File: src/rtl/cpu_pkg.sv
// Shared definitions for the 5-stage MIPS core: opcodes, ALU op classes and
// the decoded control bundle carried from ID into EX.
package cpu_pkg;

  localparam logic [5:0] OP_RTYPE = 6'd0;
  localparam logic [5:0] OP_J     = 6'd2;
  localparam logic [5:0] OP_BEQ   = 6'd4;
  localparam logic [5:0] OP_ADDI  = 6'd8;
  localparam logic [5:0] OP_SLTI  = 6'd10;
  localparam logic [5:0] OP_LW    = 6'd35;
  localparam logic [5:0] OP_SW    = 6'd43;

  localparam logic [1:0] ALUOP_RTYPE = 2'b00;
  localparam logic [1:0] ALUOP_SUB   = 2'b01;
  localparam logic [1:0] ALUOP_SLT   = 2'b10;
  localparam logic [1:0] ALUOP_ADD   = 2'b11;

  typedef struct packed {
    logic       regdst;
    logic       jump;
    logic       branch;
    logic       memread;
    logic       memtoreg;
    logic       memwrite;
    logic       alusrc;
    logic       regwrite;
    logic [1:0] aluop;
  } ctrl_t;

  // An all-zero bundle performs no register, memory or PC write.
  localparam ctrl_t CTRL_BUBBLE = '0;

endpackage

File: src/rtl/id_ex_stage_hazard_detect.sv
// Load-use hazard detection between the load sitting in EX and the
// instruction being decoded in ID. Purely combinational.
module hazard_detect
  import cpu_pkg::*;
#(
  parameter int RA_W = 5
) (
  input  logic            i_ex_memread,
  input  logic [RA_W-1:0] i_ex_rt,
  input  logic [RA_W-1:0] i_id_rs,
  input  logic [RA_W-1:0] i_id_rt,
  input  logic            i_id_regdst,
  input  logic            i_id_branch,
  input  logic            i_id_memwrite,
  input  logic            i_flush,
  output logic            o_load_use,
  output logic            o_hold
);

  logic w_uses_rt;

  // R-type, beq and sw read rt as a source; loads and immediates do not.
  assign w_uses_rt  = i_id_regdst | i_id_branch | i_id_memwrite;
  assign o_load_use = i_ex_memread & (i_ex_rt != '0) &
                      ((i_ex_rt == i_id_rs) | (w_uses_rt & (i_ex_rt == i_id_rt)));
  // A flushed ID instruction is being discarded, so there is nothing to hold.
  assign o_hold     = o_load_use & ~i_flush;

endmodule

File: src/rtl/id_ex_stage.sv
// ID/EX pipeline register with load-use bubble insertion, EX-resolved flush
// and saturating stall/flush event counters.
module id_ex_stage
  import cpu_pkg::*;
#(
  parameter int DATA_W = 32,
  parameter int RA_W   = 5,
  parameter int CNT_W  = 16
) (
  input  logic              clk,
  input  logic              rst_n,
  input  logic              id_regdst,
  input  logic              id_jump,
  input  logic              id_branch,
  input  logic              id_memread,
  input  logic              id_memtoreg,
  input  logic              id_memwrite,
  input  logic              id_alusrc,
  input  logic              id_regwrite,
  input  logic [1:0]        id_aluop,
  input  logic [DATA_W-1:0] id_rs_data,
  input  logic [DATA_W-1:0] id_rt_data,
  input  logic [DATA_W-1:0] id_imm_ext,
  input  logic [DATA_W-1:0] id_pc4,
  input  logic [RA_W-1:0]   id_rs,
  input  logic [RA_W-1:0]   id_rt,
  input  logic [RA_W-1:0]   id_rd,
  input  logic              flush,
  output logic              ex_regdst,
  output logic              ex_jump,
  output logic              ex_branch,
  output logic              ex_memread,
  output logic              ex_memtoreg,
  output logic              ex_memwrite,
  output logic              ex_alusrc,
  output logic              ex_regwrite,
  output logic [1:0]        ex_aluop,
  output logic [DATA_W-1:0] ex_rs_data,
  output logic [DATA_W-1:0] ex_rt_data,
  output logic [DATA_W-1:0] ex_imm_ext,
  output logic [DATA_W-1:0] ex_pc4,
  output logic [RA_W-1:0]   ex_rs,
  output logic [RA_W-1:0]   ex_rt,
  output logic [RA_W-1:0]   ex_rd,
  output logic              hold_pc,
  output logic              hold_ifid,
  output logic [CNT_W-1:0]  stall_cnt,
  output logic [CNT_W-1:0]  flush_cnt
);

  ctrl_t             r_ctrl;
  ctrl_t             w_id_ctrl;
  logic [DATA_W-1:0] r_rs_data, r_rt_data, r_imm_ext, r_pc4;
  logic [RA_W-1:0]   r_rs, r_rt, r_rd;
  logic [CNT_W-1:0]  r_stall_cnt, r_flush_cnt;
  logic              w_load_use;
  logic              w_hold;

  assign w_id_ctrl = '{regdst: id_regdst, jump: id_jump, branch: id_branch,
                       memread: id_memread, memtoreg: id_memtoreg,
                       memwrite: id_memwrite, alusrc: id_alusrc,
                       regwrite: id_regwrite, aluop: id_aluop};

  hazard_detect #(.RA_W(RA_W)) u_hazard (
    .i_ex_memread  (r_ctrl.memread),
    .i_ex_rt       (r_rt),
    .i_id_rs       (id_rs),
    .i_id_rt       (id_rt),
    .i_id_regdst   (id_regdst),
    .i_id_branch   (id_branch),
    .i_id_memwrite (id_memwrite),
    .i_flush       (flush),
    .o_load_use    (w_load_use),
    .o_hold        (w_hold)
  );

  always_ff @(posedge clk or negedge rst_n) begin
    if (!rst_n) begin
      r_ctrl      <= CTRL_BUBBLE;
      r_rs_data   <= '0;
      r_rt_data   <= '0;
      r_imm_ext   <= '0;
      r_pc4       <= '0;
      r_rs        <= '0;
      r_rt        <= '0;
      r_rd        <= '0;
      r_stall_cnt <= '0;
      r_flush_cnt <= '0;
    end else if (flush) begin
      r_ctrl    <= CTRL_BUBBLE;
      r_rs_data <= '0;
      r_rt_data <= '0;
      r_imm_ext <= '0;
      r_pc4     <= '0;
      r_rs      <= '0;
      r_rt      <= '0;
      r_rd      <= '0;
      if (r_flush_cnt != '1) r_flush_cnt <= r_flush_cnt + CNT_W'(1);
    end else begin
      // On a stall the operands still load; the bubble control makes them inert.
      r_ctrl    <= w_load_use ? CTRL_BUBBLE : w_id_ctrl;
      r_rs_data <= id_rs_data;
      r_rt_data <= id_rt_data;
      r_imm_ext <= id_imm_ext;
      r_pc4     <= id_pc4;
      r_rs      <= id_rs;
      r_rt      <= id_rt;
      r_rd      <= id_rd;
      if (w_load_use && (r_stall_cnt != '1)) r_stall_cnt <= r_stall_cnt + CNT_W'(1);
    end
  end

  assign ex_regdst   = r_ctrl.regdst;
  assign ex_jump     = r_ctrl.jump;
  assign ex_branch   = r_ctrl.branch;
  assign ex_memread  = r_ctrl.memread;
  assign ex_memtoreg = r_ctrl.memtoreg;
  assign ex_memwrite = r_ctrl.memwrite;
  assign ex_alusrc   = r_ctrl.alusrc;
  assign ex_regwrite = r_ctrl.regwrite;
  assign ex_aluop    = r_ctrl.aluop;
  assign ex_rs_data  = r_rs_data;
  assign ex_rt_data  = r_rt_data;
  assign ex_imm_ext  = r_imm_ext;
  assign ex_pc4      = r_pc4;
  assign ex_rs       = r_rs;
  assign ex_rt       = r_rt;
  assign ex_rd       = r_rd;
  assign hold_pc     = w_hold;
  assign hold_ifid   = w_hold;
  assign stall_cnt   = r_stall_cnt;
  assign flush_cnt   = r_flush_cnt;

endmodule

File: config.mk
export PLATFORM = sky130hd
export DESIGN_NAME = id_ex_stage
export DESIGN_NICKNAME = d
export VERILOG_FILES = /design/src/rtl/cpu_pkg.sv /design/src/rtl/id_ex_stage_hazard_detect.sv /design/src/rtl/id_ex_stage.sv
export SDC_FILE = /design/constraint.sdc
export NUM_CORES = 1
export LEC_CHECK = 0
export CAP_MARGIN = 20
export CORE_ASPECT_RATIO = 2
export CORE_MARGIN = 5
export CORE_UTILIZATION = 40
export DETAILED_ROUTE_END_ITERATION = 8
export HOLD_SLACK_MARGIN = 0.08
export PLACE_DENSITY = 0.81
export RECOVER_POWER = 100
export SETUP_SLACK_MARGIN = 0.4
export SLEW_MARGIN = 15
export SYNTH_ARGS = -nofsm -noshare
export SYNTH_HDL_FRONTEND = slang
export SYNTH_SLANG_ARGS = --single-unit
File: constraint.sdc
create_clock -name clk -period 2.28 [get_ports clk]
set_clock_uncertainty 0.05 [all_clocks]
set_input_delay 0.228 -clock clk [delete_from_list [all_inputs] [get_ports clk]]
set_output_delay 0.228 -clock clk [all_outputs]
set_load 0.005 [all_outputs]
## Yosys cells after proc, flatten, opt, wreduce, memory -nomap -nowiden

Cells that the tools add are included.
Widths: inputs -> output; s select.

- Flip-flop bits (word level): 185
- Latch bits: 0
- Bits in writable memories: 0
- ROM bits: 0
- Memories kept: 0

- $add $sub $neg: 2
- Multipliers: 0
- Div/mod/pow operators: 0
- $lt $le $gt $ge: 0
- Equal/unequal tests: 4
- Shifts and indexed selects: 0
- Multiplexer cells: 9
- Bitwise operators: 8
- Reduce and logical (&&, ||, !) cells: 4

Operators with widths:

| operator | count |
|---|---|
| $mux 32 | 4 |
| $add 16x1->16 const B | 2 |
| $ne 16x16->1 const B | 2 |
| $mux 10 | 2 |
| $mux 5 | 3 |
| $eq 5x5->1 | 2 |
| $reduce_bool 5->1 | 1 |
| $and 1x1->1 | 4 |
| $reduce_and 2->1 | 2 |
| $or 1x1->1 | 3 |
| $logic_and 1x1->1 | 1 |
| $not 1->1 | 1 |

## Logic depth before layout (Yosys ltp)

- Depth in word-level cells: 7
- Mapped depth: 6

## Hierarchy

A second synthesis with hierarchy kept.

- Cell total of the unflattened synthesis: 493
- Area, all modules: 6650.1 µm²

By module, submodules not included:

| module | instances | cells an instance | area an instance (µm²) |
|---|---|---|---|
| id_ex_stage | 1 | 473 | 6491.2 |
| hazard_detect | 1 | 20 | 158.9 |

## Least setup slack after synthesis

OpenSTA, ideal clock, no wires.

- Kind: reg2reg
- From: register r_stall_cnt[0] (netlist: stall_cnt[0])
- To: register r_stall_cnt[1] (netlist: stall_cnt[1])
- Library setup time: 0.125 ns
- Arrival: 1.760 ns
- Data required time: 2.105 ns
- Path slack: 0.345 ns
- Stages on the path, launching flop included: 7
- Buffers on the path: 0
- Period minus slack after synthesis: 1.935 ns
- Cells stage by stage: dfrtp_1 > ha_1 > nand3_1 > or2_2 > o21ai_4 > nor3_4 > mux2_4

- Cells in the longest elaborated chain, start to end: 3
- Elaborated cells on any way between the ends: 4
- Classes of those cells: add/sub (1); eq/ne (1); reduce/logical (2)

RTL lines:

| item | RTL line | RTL |
|---|---|---|
| start, declared | id_ex_stage.sv:55 | `logic [CNT_W-1:0] r_stall_cnt, r_flush_cnt;` |
| start signal, assigned | id_ex_stage.sv:109 | `if (w_load_use && (r_stall_cnt != '1)) r_stall_cnt <= r_stall_cnt + CNT_W'(1);` |
| branches (longest 3 deep; another with $add 16x1->16) | n/a |  |

Several ways; the timed one is not identified.
A chain may end at the register's enable or synchronous reset.

## Final worst setup path

- From: register r_rt[0] (netlist: ex_rt[0])
- To: register r_stall_cnt[15] (netlist: stall_cnt[15])

- Cells in the longest elaborated chain, start to end: 6
- Elaborated cells on any way between the ends: 9
- Classes of those cells: eq/ne (2); bitwise (4); reduce/logical (3)

RTL lines:

| item | RTL line | RTL |
|---|---|---|
| start, declared | id_ex_stage.sv:54 | `logic [RA_W-1:0] r_rs, r_rt, r_rd;` |
| start signal, assigned | id_ex_stage.sv:107 | `r_rt <= id_rt;` |
| $eq 5x5->1 | id_ex_stage_hazard_detect.sv:25 | `((i_ex_rt == i_id_rs) \| (w_uses_rt & (i_ex_rt == i_id_rt)));` |
| $and 1x1->1 | id_ex_stage_hazard_detect.sv:25 |  |
| $or 1x1->1 | id_ex_stage_hazard_detect.sv:25 |  |
| $and 1x1->1 (*) | id_ex_stage_hazard_detect.sv:24 | `assign o_load_use = i_ex_memread & (i_ex_rt != '0) &` |
| $logic_and 1x1->1 (*) | id_ex_stage.sv:109 |  |
| $reduce_and 2->1 (no source line) (*) | n/a |  |

Mark *: on every way between the ends. The rest lies on a longest branch, timed or not.

==> qor.csv <==
metric;value;unit
status;complete, no violations;
gr-total-overflow;0;
rows;67;
ff2ff_path_depth;7;
cp-startpoint;ex_rt[0]$_DFF_PN0_;
ys_types;38;
path_cells;xor2_1 > nor4_2 > a22oi_2 > clkbuf_1 > buf_12 > nor4_1 > mux2_2;
synth_common_cells;dfrtp_1, nor2b_1, xor2_1;
synth_fa_ha_area_frac;0.00375;
maxCapViolations;0;
slew-limit-headroom;0.0137;
numPortBuffers;342;
clock_path_buffers;2;
first_pass_iters;4;
yosys_warnings;0;
cp-start-kind;flip-flop;
detail_route.wl_per_cell;19.1;um
initial_core_util;0.402;
cp.depth;7;
synth_nets;644;
grt_pass1_wl;30700;um
muxShareOfSynthArea;0.00899;
synthSimpleGateAreaFrac;0.220;
critical_path_buf_inv_count;2;
yosysMostFrequentCell;dfrtp_1;
num_io_pins;343;
cts.sinks;185;
ys_ff_latch;185;
synth.largest_area_cell;dfrtp_1;
crit_end;stall_cnt[15]$_DFFE_PN0P_;
htreeDepth;4;
grt_max_degree;65;
drc_errors;0;
synthToLayoutAreaGrowth;65.8;%
die_y;193;um
drt_iter0_drc;76;
hold_class;input port to flip-flop;
antenna_found_initial;1;
setup_tns;0;ps
fin_crit;2200;ps
die_w;101;um
maxSlewViolCount;0;
clk_latency;420;ps
synth_top_family_by_area;simple AND/OR/NAND/NOR gates;
synth_compound_area_frac;0.0157;
synth_edf_count;0;
worst_path_max_delay_cell;dfrtp_1;
synth-xor-area-share;0.0459;
vias;5061;
wirelength;20500;um
synth_ff_type;dfrtp_1;
gp_congestion;0.900;
ant_nets;0;
final_nets;1013;
leakage;0.00523;uW
num-fill-cells;1237;
synth_area;6680;um^2
critical_path_arrival;2450;ps
cts-buffers-inserted;17;
tightestPinTransition;1480;ps
avgViaCountPerCell;4.71;
cp_max_fo;8;
diodes;0;
crit_path_end_kind;flip-flop;
fmax;455;MHz
synthTopCellsByArea;dfrtp_1, nor2b_1, xor2_1;
hold_viol;0;
layout-drive-gt1-share;0.0957;
syn_inst;486;
setup_viol_count_final;0;
cts_tree;built;
syn_area_per_cell;13.7;um^2
fin_crit_sh;0.965;
post-place-cells;1031;
peakVddDrop;0.000614;V
cts-root-buf;clkbuf_16;
dieArea;19500;um^2
core;16600;um^2
power;7760;uW
rsz0062_at_grt;true;
finalNonFillerCells;1074;
reg2reg_from;ex_rt[0]$_DFF_PN0_;
r2r-end;stall_cnt[15]$_DFFE_PN0P_;
synthArstFlopShare;1.00;
grt_pass1_vias;5435;
yosysSeqAreaShare;0.693;
grt_usage;0.212;
cts.clk_slew.worst_paths;70;ps
critical-path-top-delay-family;simple AND/OR/NAND/NOR gates;
rrSetupSlack;80;ps
worstSetupPathType;flip-flop to flip-flop;
critPathRequiredTime;2530;ps
p_per_area;700;nW/um^2
synth_top_area_frac;0.693;
slowest_delay;420;ps
place_hpwl;15700;um
per-layer routing:
metal,track usage,vias to the layer above,wire length [um]
met1,0.237,2459,7410
met2,0.344,281,9850
li1,-,2299,-
met5,0,-,13
met4,0.0737,2,384
met3,0.110,20,2830
kinds of logic after synthesis:
| group | Yosys count |
|---|---|
| xor gates and xnor gates | 35 |
| DFF | 185 |
| AOI/OAI and AO/OA | 12 |
| and+or+nand+nor | 227 |
| buffers and inverters | 20 |
| muxes | 5 |
| adders and majority gates | 2 |
final cells by class:
class	instances	area, um^2	share of cell area
Sequential cell	185	4630	0.418
Timing Repair Buffer	370	3650	0.329
Multi-Input combinational cell	281	1930	0.175
Clock buffer	18	439	0.0396
Tap cell	207	259	0.0234
Clock inverter	13	166	0.0150
registers in the layout, indices dropped and copies added, names as in the netlist, 2 cells and up:
| signal | cells |
|---|---|
| ex_rt_data | 32 |
| stall_cnt | 16 |
| ex_rs | 5 |
| ex_pc4 | 32 |
| flush_cnt | 16 |
| ex_imm_ext | 32 |
| ex_rd | 5 |
| ex_rt | 5 |
| ex_rs_data | 32 |
| ex_aluop | 2 |
through the flow:
stage	area [um^2]	setup slack [ps]	util	hold WS, ps
2_1_floorplan	6690	404	-	-118
3_3_place_gp	10400	-76.2	0.629	221
3_5_place_dp	10400	-128	0.629	223
4_1_cts	11200	58.1	0.674	128
5_1_grt	11100	15.7	0.667	133
6_report	11100	80.8	0.667	148
worst min path at each step:
stage / startpoint / end / slack, ps / depth (start not counted)
6_report: flush / ex_pc4[31]$_DFF_PN0_ / 150 / 2
5_1_grt: flush / ex_pc4[31]$_DFF_PN0_ / 130 / 2
4_1_cts: flush / ex_imm_ext[31]$_DFF_PN0_ / 130 / 2
3_5_place_dp: rst_n / flush_cnt[12]$_DFFE_PN0P_ / 220 / 1
3_3_place_gp: rst_n / flush_cnt[14]$_DFFE_PN0P_ / 220 / 1
2_1_floorplan: rst_n / ex_aluop[0]$_DFF_PN0_ / -120 / 0
placed cells by master (no fill, tap or decap), types with 4 or more instances in the layout:
| master | netlist | layout |
|---|---|---|
| nor4_1 | 5 | 10 |
| a21oi_1 | 4 | 4 |
| dfrtp_1 | 185 | 184 |
| nand2_1 | 15 | 15 |
| nor4_2 | 7 | 4 |
| nor2_1 | 5 | 5 |
| clkbuf_2 | 0 | 7 |
| nor2b_1 | 143 | 143 |
| clkdlybuf4s50_1 | 0 | 149 |
| and2_0 | 0 | 5 |
| and2_1 | 10 | 5 |
| buf_4 | 1 | 13 |
| inv_6 | 0 | 4 |
| dlygate4sd3_1 | 0 | 190 |
| and4_1 | 5 | 5 |
| xnor2_1 | 8 | 8 |
| nand3_1 | 10 | 9 |
| clkbuf_16 | 0 | 17 |
| xor2_1 | 27 | 27 |
| nand4_1 | 8 | 8 |
| nor3_1 | 5 | 4 |
repair_timing:
action / 4_1_cts / 5_1_grt
hold endpoints to repair: 59 / 0
pin swaps: 11 / 10
endpoints found under the setup margin: 29 / 30
gates resized for setup: 22 / 5
buffers inserted: 6 / 5
hold buffers: 1 / 0
power breakdown:
group	internal [uW]	total, uW	switching, uW
sequential	3490	3610	124
combinational	701	1120	422
clock	1760	3020	1260
Power figures use the tool's default switching activity.
